<file path="src/rtl/display_scanner_if.sv">
// rtl/display_scanner_if.sv - value source / timebase to scanner bundle with display pin outputs
interface display_scanner_if #(
  parameter int N_DIGITS = 4
) ();
  localparam int DW = $clog2(N_DIGITS);

  logic                  next_data;
  logic [4*N_DIGITS-1:0] value_bcd;
  logic                  value_neg;
  logic                  blank_lz;
  logic                  value_load;
  logic [N_DIGITS-1:0]   anode;
  logic [6:0]            seg;
  logic [DW-1:0]         digit_sel;
  logic                  frame_done;
  logic                  load_pending;

  modport master (
    output next_data, value_bcd, value_neg, blank_lz, value_load,
    input  anode, seg, digit_sel, frame_done, load_pending
  );

  modport slave (
    input  next_data, value_bcd, value_neg, blank_lz, value_load,
    output anode, seg, digit_sel, frame_done, load_pending
  );
endinterface

</file>
<file path="src/rtl/display_scanner.sv">
// rtl/display_scanner.sv - frame-synchronous multiplexed 7-segment digit scanner
module display_scanner #(
  parameter int N_DIGITS       = 4,
  parameter int SEG_ACTIVE_LOW = 1,
  parameter int AN_ACTIVE_LOW  = 1
) (
  input logic             clk,
  input logic             reset,
  display_scanner_if.slave bus
);
  localparam int DW = $clog2(N_DIGITS);
  localparam logic [DW-1:0] LAST = DW'(N_DIGITS - 1);
  localparam logic [6:0] SEG_OFF = (SEG_ACTIVE_LOW != 0) ? 7'h7F : 7'h00;
  localparam logic [N_DIGITS-1:0] AN_OFF =
    (AN_ACTIVE_LOW != 0) ? {N_DIGITS{1'b1}} : {N_DIGITS{1'b0}};
  localparam logic [6:0] GLYPH_MINUS = 7'h40;

  typedef enum logic {IDLE, SCAN} state_t;

  state_t                state, state_nxt;
  logic [DW-1:0]         dig, dig_nxt;
  logic [4*N_DIGITS-1:0] stage_bcd, stage_bcd_nxt;
  logic                  stage_neg, stage_neg_nxt;
  logic                  stage_blz, stage_blz_nxt;
  logic                  pend, pend_nxt;
  logic [4*N_DIGITS-1:0] disp_bcd, disp_bcd_nxt;
  logic                  disp_neg, disp_neg_nxt;
  logic                  disp_blz, disp_blz_nxt;
  logic [N_DIGITS-1:0]   an_q, an_nxt;
  logic [6:0]            seg_q, seg_nxt;
  logic                  fd_q, fd_nxt;

  logic                  boundary;
  logic [DW-1:0]         msd;
  logic [DW-1:0]         minus_pos;
  logic [3:0]            nib;
  logic [6:0]            glyph;
  logic [6:0]            seg_hi;
  logic [N_DIGITS-1:0]   an_hi;

  function automatic logic [6:0] hex7(input logic [3:0] d);
    logic [6:0] s;
    case (d)
      4'h0: s = 7'h3F;
      4'h1: s = 7'h06;
      4'h2: s = 7'h5B;
      4'h3: s = 7'h4F;
      4'h4: s = 7'h66;
      4'h5: s = 7'h6D;
      4'h6: s = 7'h7D;
      4'h7: s = 7'h07;
      4'h8: s = 7'h7F;
      4'h9: s = 7'h6F;
      4'hA: s = 7'h77;
      4'hB: s = 7'h7C;
      4'hC: s = 7'h39;
      4'hD: s = 7'h5E;
      4'hE: s = 7'h79;
      default: s = 7'h71;
    endcase
    return s;
  endfunction

  // Next state, capture path and the pin pattern for the digit about to be driven.
  // Segments are decoded from the post-update display register so a boundary
  // shows the freshly committed value on digit 0 in the same cycle.
  always_comb begin
    state_nxt     = state;
    dig_nxt       = dig;
    stage_bcd_nxt = stage_bcd;
    stage_neg_nxt = stage_neg;
    stage_blz_nxt = stage_blz;
    pend_nxt      = pend;
    disp_bcd_nxt  = disp_bcd;
    disp_neg_nxt  = disp_neg;
    disp_blz_nxt  = disp_blz;
    msd           = '0;
    minus_pos     = LAST;
    nib           = 4'h0;
    glyph         = 7'h00;
    seg_hi        = 7'h00;
    an_hi         = '0;

    boundary = bus.next_data && ((state == IDLE) || (dig == LAST));
    fd_nxt   = boundary;

    if (bus.next_data) begin
      if (state == IDLE) begin
        state_nxt = SCAN;
        dig_nxt   = '0;
      end else begin
        dig_nxt = (dig == LAST) ? '0 : dig + 1'b1;
      end
    end

    // staging always follows the latest load so it never holds a stale value
    if (bus.value_load) begin
      stage_bcd_nxt = bus.value_bcd;
      stage_neg_nxt = bus.value_neg;
      stage_blz_nxt = bus.blank_lz;
    end

    if (boundary) begin
      pend_nxt = 1'b0;
      if (bus.value_load) begin
        disp_bcd_nxt = bus.value_bcd;
        disp_neg_nxt = bus.value_neg;
        disp_blz_nxt = bus.blank_lz;
      end else if (pend) begin
        disp_bcd_nxt = stage_bcd;
        disp_neg_nxt = stage_neg;
        disp_blz_nxt = stage_blz;
      end
    end else if (bus.value_load) begin
      pend_nxt = 1'b1;
    end

    for (int i = 0; i < N_DIGITS; i++) begin
      if (disp_bcd_nxt[4*i +: 4] != 4'h0) msd = DW'(i);
    end

    if (disp_blz_nxt) minus_pos = (msd == LAST) ? LAST : msd + 1'b1;

    nib = disp_bcd_nxt[{dig_nxt, 2'b00} +: 4];
    if (disp_neg_nxt && (dig_nxt == minus_pos)) glyph = GLYPH_MINUS;
    else if (disp_blz_nxt && (dig_nxt > msd))   glyph = 7'h00;
    else                                        glyph = hex7(nib);

    if (state_nxt == SCAN) begin
      seg_hi = glyph;
      an_hi  = N_DIGITS'(1) << dig_nxt;
    end

    seg_nxt = (SEG_ACTIVE_LOW != 0) ? ~seg_hi : seg_hi;
    an_nxt  = (AN_ACTIVE_LOW != 0)  ? ~an_hi  : an_hi;
  end

  // State and output registers; reset discards any staged value.
  always_ff @(posedge clk) begin
    if (reset) begin
      state     <= IDLE;
      dig       <= '0;
      stage_bcd <= '0;
      stage_neg <= 1'b0;
      stage_blz <= 1'b0;
      pend      <= 1'b0;
      disp_bcd  <= '0;
      disp_neg  <= 1'b0;
      disp_blz  <= 1'b0;
      an_q      <= AN_OFF;
      seg_q     <= SEG_OFF;
      fd_q      <= 1'b0;
    end else begin
      state     <= state_nxt;
      dig       <= dig_nxt;
      stage_bcd <= stage_bcd_nxt;
      stage_neg <= stage_neg_nxt;
      stage_blz <= stage_blz_nxt;
      pend      <= pend_nxt;
      disp_bcd  <= disp_bcd_nxt;
      disp_neg  <= disp_neg_nxt;
      disp_blz  <= disp_blz_nxt;
      an_q      <= an_nxt;
      seg_q     <= seg_nxt;
      fd_q      <= fd_nxt;
    end
  end

  assign bus.anode        = an_q;
  assign bus.seg          = seg_q;
  assign bus.digit_sel    = dig;
  assign bus.frame_done   = fd_q;
  assign bus.load_pending = pend;
endmodule

</file>
<file path="src/flat_wrapper.sv">
// flat-port wrapper written by rule: the top's interface ports become plain ports
module display_scanner_flat 
#(
  parameter int N_DIGITS       = 4,
  parameter int SEG_ACTIVE_LOW = 1,
  parameter int AN_ACTIVE_LOW  = 1
)
  (clk, reset, bus_next_data, bus_value_bcd, bus_value_neg, bus_blank_lz, bus_value_load, bus_anode, bus_seg, bus_digit_sel, bus_frame_done, bus_load_pending);
  display_scanner_if #(.N_DIGITS(N_DIGITS)) bus_i ();
  input logic clk;
  input logic reset;
  input wire logic [$bits(bus_i.next_data)-1:0] bus_next_data;
  input wire logic [$bits(bus_i.value_bcd)-1:0] bus_value_bcd;
  input wire logic [$bits(bus_i.value_neg)-1:0] bus_value_neg;
  input wire logic [$bits(bus_i.blank_lz)-1:0] bus_blank_lz;
  input wire logic [$bits(bus_i.value_load)-1:0] bus_value_load;
  output wire logic [$bits(bus_i.anode)-1:0] bus_anode;
  output wire logic [$bits(bus_i.seg)-1:0] bus_seg;
  output wire logic [$bits(bus_i.digit_sel)-1:0] bus_digit_sel;
  output wire logic [$bits(bus_i.frame_done)-1:0] bus_frame_done;
  output wire logic [$bits(bus_i.load_pending)-1:0] bus_load_pending;
  assign bus_i.next_data = bus_next_data;
  assign bus_i.value_bcd = bus_value_bcd;
  assign bus_i.value_neg = bus_value_neg;
  assign bus_i.blank_lz = bus_blank_lz;
  assign bus_i.value_load = bus_value_load;
  assign bus_anode = bus_i.anode;
  assign bus_seg = bus_i.seg;
  assign bus_digit_sel = bus_i.digit_sel;
  assign bus_frame_done = bus_i.frame_done;
  assign bus_load_pending = bus_i.load_pending;
  display_scanner #(.N_DIGITS(N_DIGITS), .SEG_ACTIVE_LOW(SEG_ACTIVE_LOW), .AN_ACTIVE_LOW(AN_ACTIVE_LOW)) u_core (.clk(clk), .reset(reset), .bus(bus_i));
endmodule
</file>
<file path="config.mk">
export PLATFORM = sky130hd
export DESIGN_NAME = display_scanner_flat
export DESIGN_NICKNAME = d
export VERILOG_FILES = /design/src/rtl/display_scanner_if.sv /design/src/rtl/display_scanner.sv /design/src/flat_wrapper.sv
export SDC_FILE = /design/constraint.sdc
export NUM_CORES = 1
export LEC_CHECK = 0
export ABC_AREA = 1
export ABC_CLOCK_PERIOD_IN_PS = 2300
export CAP_MARGIN = 5
export CORE_UTILIZATION = 51
export CTS_BUF_LIST = sky130_fd_sc_hd__clkbuf_8
export DETAILED_ROUTE_END_ITERATION = 16
export PLACE_DENSITY_LB_ADDON = 0.12
export RECOVER_POWER = 50
export REMOVE_ABC_BUFFERS = 1
export SYNTH_ARGS = -nofsm -noshare
export SYNTH_HDL_FRONTEND = slang
export SYNTH_SLANG_ARGS = --single-unit
</file>
<file path="constraint.sdc">
create_clock -name clk -period 2.3 [get_ports clk]
set_input_delay 0.46 -clock clk [delete_from_list [all_inputs] [get_ports clk]]
set_output_delay 0.46 -clock clk [all_outputs]
set_load 0.02 [all_outputs]
</file>
== After elaboration in Yosys (flattened, before gate mapping) ==
Memories as Yosys holds them, arrays and structs flattened.
Index checks and enable logic that the tools add are counted.

* Bitwise operators: 3
* Reductions and logical operators: 8
* Shifts and indexed selects: 2
* Equal/unequal tests: 3
* $lt $le $gt $ge: 1
* $add $sub $neg: 2
* Mux-type cells: 22

{| class="wikitable"
|+ Operator list
! operator !! number
|-
| $mux 16 || 3
|-
| $mux 7 || 3
|-
| $shiftx 16x5->4 || 1
|-
| $mux 2 || 7
|-
| $reduce_bool 4->1 || 3
|-
| $mux 1 || 8
|-
| $not 7->7 || 1
|-
| $add 2x1->2 const B || 2
|-
| $eq 2x2->1 const B || 2
|-
| $mux 4 || 1
|-
| $not 4->4 || 1
|-
| $shl 1x2->4 const A || 1
|-
| $logic_and 1x1->1 || 3
|-
| $eq 2x2->1 || 1
|-
| $gt 2x2->1 || 1
|-
| $reduce_or 2->1 || 1
|-
| $logic_or 1x1->1 || 1
|-
| $not 1->1 || 1
|}

* Output and inout port bits: 15
* Input port bits: 22
* Memories: 1
* Word-level logic and storage cells: 54
* Bits in registers: 52
* Bits in read-only memories: 112

{| class="wikitable"
|+ Memories
! name !! depth !! bits a word !! read ports !! clocked after memory_dff !! write ports !! RTL line !! text
|-
| (name not given) || 16 || 7 || 1 || 0 || 0 || display_scanner.sv:43 || <nowiki>case (d)</nowiki>
|}

== Depth between registers and ports, before layout ==
* Depth in word-level cells: 16
* Mapped depth: 22
* Gate-level depth less buffers: 21

== Least setup slack after synthesis ==
Ideal clock, no wire load.

* Path kind: register to register
* Start point: register u_core.dig[0], in the netlist u_core.bus.digit_sel[0]
* End point: register u_core.seg_q[0], in the netlist u_core.bus.seg[0]
* Arrival time: 2.322 ns
* Buffers on the path: 1
* Setup slack: -0.144 ns
* Library setup time: 0.122 ns
* Stages on the path, launching flop included: 20
* Period minus slack after synthesis: 2.444 ns
* Data required time: 2.178 ns
* Path through: dfxtp_1 ha_1 inv_1 nand2_1 nand3_2 buf_6 nand2_2 nand2_1 nor2_2 nand2_2 nor2_4 ha_1 a21oi_1 a21oi_1 nand2_1 nand2_1 inv_1 nand2_1 nor2_1 nand3_1

* Cells in the longest elaborated chain, start to end: 16
* Elaborated cells between the ends (all ways): 30
* Those cells by class: 2 x add/sub; 1 x order compare; 3 x eq/ne; 1 x shift; 14 x mux; 1 x bitwise; 7 x reduce/logical; 1 x memory

{| class="wikitable"
|+ Ends and longest elaborated chain
! item !! RTL line !! text
|-
| start: declaration || display_scanner.sv:21 || <nowiki>logic [DW-1:0] dig, dig_nxt;</nowiki>
|-
| start signal: assignment || display_scanner.sv:155 || <nowiki>dig <= dig_nxt;</nowiki>
|-
| parallel branches: the longest is 13 deep, another holds $mem_v2 16x7 || n/a ||
|-
| $mux 7 (*) || display_scanner.sv:125 || <nowiki>if (disp_neg_nxt && (dig_nxt == minus_pos)) glyph = GLYPH_MINUS;</nowiki>
|-
| $mux 7 (*) || display_scanner.sv:129 || <nowiki>if (state_nxt == SCAN) begin</nowiki>
|-
| $not 7->7 (*) || display_scanner.sv:134 || <nowiki>seg_nxt = (SEG_ACTIVE_LOW != 0) ? ~seg_hi : seg_hi;</nowiki>
|-
| end signal: assignment || display_scanner.sv:164 || <nowiki>seg_q <= seg_nxt;</nowiki>
|-
| end: declaration || display_scanner.sv:30 || <nowiki>logic [6:0] seg_q, seg_nxt;</nowiki>
|}

Every way passes the cells marked *.
A chain may end at the register's enable or synchronous reset.

== Worst setup path after layout ==
* Start point: register u_core.dig[0], in the netlist u_core.bus.digit_sel[0]
* End point: register u_core.seg_q[6], in the netlist u_core.bus.seg[6]

The elaborated chain is that of the path after synthesis.

==> flow_metrics.py <==
metrics = {
    "outcome": {
        "status": "finished, violations left",
        "violations": "setup timing",
    },
    "synthesis": {
        "seq_area_frac_synth": 0.397,
        "ys_types": 32,
        "syn_area_per_cell_sq_um": 7.02,
        "syn_inst": 374,
        "synth_edf_count": 0,
        "ys_ff_latch": 52,
        "ys_warn_count": 0,
        "async_flop_share": 0,
        "synth_ff_type": "dfxtp_1",
        "synthesis.area_sq_um": 2630,
    },
    "route": {
        "vias": 3097,
        "drc": 0,
        "first_pass_iters": 5,
        "drtIter0Drc": 260,
        "viasPerCell": 5.57,
        "antenna_left": 0,
        "wirelength_um": 9680,
        "wl_per_cell_um": 17.4,
    },
    "worst_setup_path": {
        "cpMaxStageDelayCell": "dfxtp_2",
        "arrival_ns": 2.82,
        "slowest_delay_ns": 0.37,
        "critPathKind": "flop to flop",
        "start_kind": "flop",
        "path_delay_family": "simple AND/OR/NAND/NOR gates",
        "cp_max_fo": 7,
        "cp-end-kind": "flop",
        "path_buf_inv": 7,
        "crit_path_cell_trace": "ha_4 -> inv_4 -> nand2_4 -> nand3_4 -> buf_12 -> nand2_2 -> nand2_4 -> buf_4 -> buf_4 -> buf_4 -> buf_4 -> buf_4 -> nand2_2 -> nand2_4 -> nor2_4 -> nand2_1 -> nand2_1 -> nand2_1 -> nand3_2 -> nand2_1 -> nand2_1",
        "required_ns": 2.56,
    },
    "placed_design": {
        "routabilityCongestion": 0.874,
        "hpwlAfterDp_um": 4550,
        "port_buffers": 36,
    },
    "sta": {
        "setup_ws_ns": -0.259,
        "layout_min_cycle_time_ns": 2.56,
        "hold_viol_final": 0,
        "rsz0062_at_grt": "yes",
        "maxSlewViolCount": 0,
        "maxSlewHeadroom": 0.579,
        "clock.fmax_mhz": 391,
        "clock_skew_ns": 0.00709,
        "setup_violations": 7,
        "worst_pin_slew_ns": 0.624,
        "min_period_over_period": 1.11,
    },
    "clock_tree": {
        "clkSinkCount": 52,
        "clockBufferDepth": 2,
        "cts_tree": "done",
        "clk_pin_slew_worst_paths_ns": 0.10,
        "clockRootBuffer": "clkbuf_8",
        "cts_hold_buf": 0,
        "cts.htree.levels": 2,
        "cts_buffers": 5,
        "clock_latency_ns": 0.32,
    },
    "cells_and_area": {
        "drive_gt1_frac": 0.403,
        "area_growth_pct": 61.9,
        "final_common_cell": "nand2_1",
        "nets": 519,
        "layout_common_cells": "114 x nand2_1, 72 x buf_4, 50 x dfxtp_1",
        "utilization": 0.876,
        "antennaDiodeCount": 0,
    },
    "global_routing": {
        "grt_pass1_vias": 2799,
        "grtUsageTotal": 0.306,
        "grt_max_degree": 41,
        "grt_pass1_wl_um": 12500,
        "grt_overflow": 0,
        "antenna_found_initial": 0,
    },
    "die": {
        "die_area_sq_um": 5440,
        "coreArea_sq_um": 4850,
        "initial_core_util": 0.541,
        "die_h_um": 73.7,
        "io_pins": 37,
        "num_rows": 25,
        "die_w_um": 73.7,
    },
    "pwr": {
        "p_leak_nw": 1.98,
        "ir_drop_mv": 0.407,
        "power_density_nw_per_um2": 589,
        "total_power_mw": 2.50,
    },
    "flow_run": {
        "maxCapViolCount": 0,
    },
    "worst_hold_path": {
        "hp-class": "flop to flop",
    },
}
-- worst paths after layout --
kind	from	end	slack (ns)	cells past startpoint
setup / recovery	u_core.bus.digit_sel[0]	u_core.bus.seg[6]	-0.26	21
hold / removal	u_core.stage_bcd[2]	u_core.stage_bcd[2]	0.47	2
setup reg to reg	u_core.bus.digit_sel[0]	u_core.bus.seg[6]	-0.26	21
hold reg to reg	u_core.stage_bcd[2]	u_core.stage_bcd[2]	0.47	2
-- cell families (layout without fill, tap and decap cells) --
logic type,Yosys count,count (layout),synth area share
simple gates,220,220,0.376
flops,52,52,0.397
compound gates,46,46,0.104
buf+inv,46,161,0.0777
fa+ha+maj,9,9,0.0429
xor+xnor,1,1,0.00334
-- report_power, final --
group	internal, mW	leakage [nW]	switching (mW)
registers	0.953	0.428	0.0198
logic	0.385	1.50	0.479
clock network	0.328	0.0583	0.335
-- sequential cells by signal, indices dropped and copies added, names as in the netlist --
register and cells:
u_core.bus.load_pending 1, u_core.disp_blz 1, u_core.stage_blz 1, u_core.disp_neg 1, u_core.stage_neg 1, u_core.bus.seg 7, u_core.bus.digit_sel 2, u_core.bus.frame_done 1
u_core.bus.anode 4, u_core.state 1, u_core.stage_bcd 16, u_core.disp_bcd 16
-- per-layer routing --
| metal | GRT usage | routed length (um) |
|---|---|---|
| met4 | 0.128 | 523 |
| met5 | 0 | 0 |
| met1 | 0.325 | 3660 |
| met2 | 0.596 | 4890 |
| met3 | 0.0412 | 602 |
-- through the flow --
stage	cells	setup TNS, ns	hold slack [ns]	worst slack, ns	instance area (sq um)
4_1_cts	548	-0.489	0.477	-0.103	3980
5_1_grt	556	-2.29	0.489	-0.385	4250
2_1_floorplan	363	-0.782	0.440	-0.194	2550
3_5_place_dp	524	-4.70	0.463	-0.727	3460
6_report	556	-1.59	0.475	-0.259	4250
3_3_place_gp	524	-4.38	0.455	-0.682	3460
-- cell type report --
type	instances	area, sq um
clock inverter	3	47.5
tap	67	83.8
multi-input combinational	276	1790
fill	225	599
sequential	52	1040
timing repair buffer	118	1070
inverter	35	141
clock buffer	5	68.8
-- synthesized netlist by cell type (3+ instances only) --
master      n  area share
nor2_4      4       0.017
inv_1      24       0.034
nor2_2      4      0.0095
o21ai_0     3      0.0057
a21oi_1    29       0.055
nand2_1   139        0.20
nand2_2    10       0.024
o21ai_1     5      0.0095
ha_1        9       0.043
nand3_1    29       0.055
dfxtp_1    52        0.40
nor2_1     26       0.037
buf_6       3       0.013
clkbuf_1    5      0.0072
inv_2      10       0.014
-- timing repair --
action | in CTS | in global routing
endpoints found under the setup margin | 7 | 7
gates resized for setup | 61 | 52
setup buffers | 14 | 8
gates cloned | 2 | 0
pin swaps | 22 | 29
-- worst register-to-register path: stages (launching register included) --
cell	delay, ns
dfxtp_2	0.37
ha_4	0.15
inv_4	0.04
nand2_4	0.06
nand3_4	0.10
buf_12	0.16
nand2_2	0.10
nand2_4	0.08
buf_4	0.13
buf_4	0.12
buf_4	0.12
buf_4	0.12
buf_4	0.12
nand2_2	0.08
nand2_4	0.07
nor2_4	0.19
nand2_1	0.10
nand2_1	0.09
nand2_1	0.07
nand3_2	0.08
nand2_1	0.07
nand2_1	0.08
No activity file was read; power rests on OpenSTA's default activity.
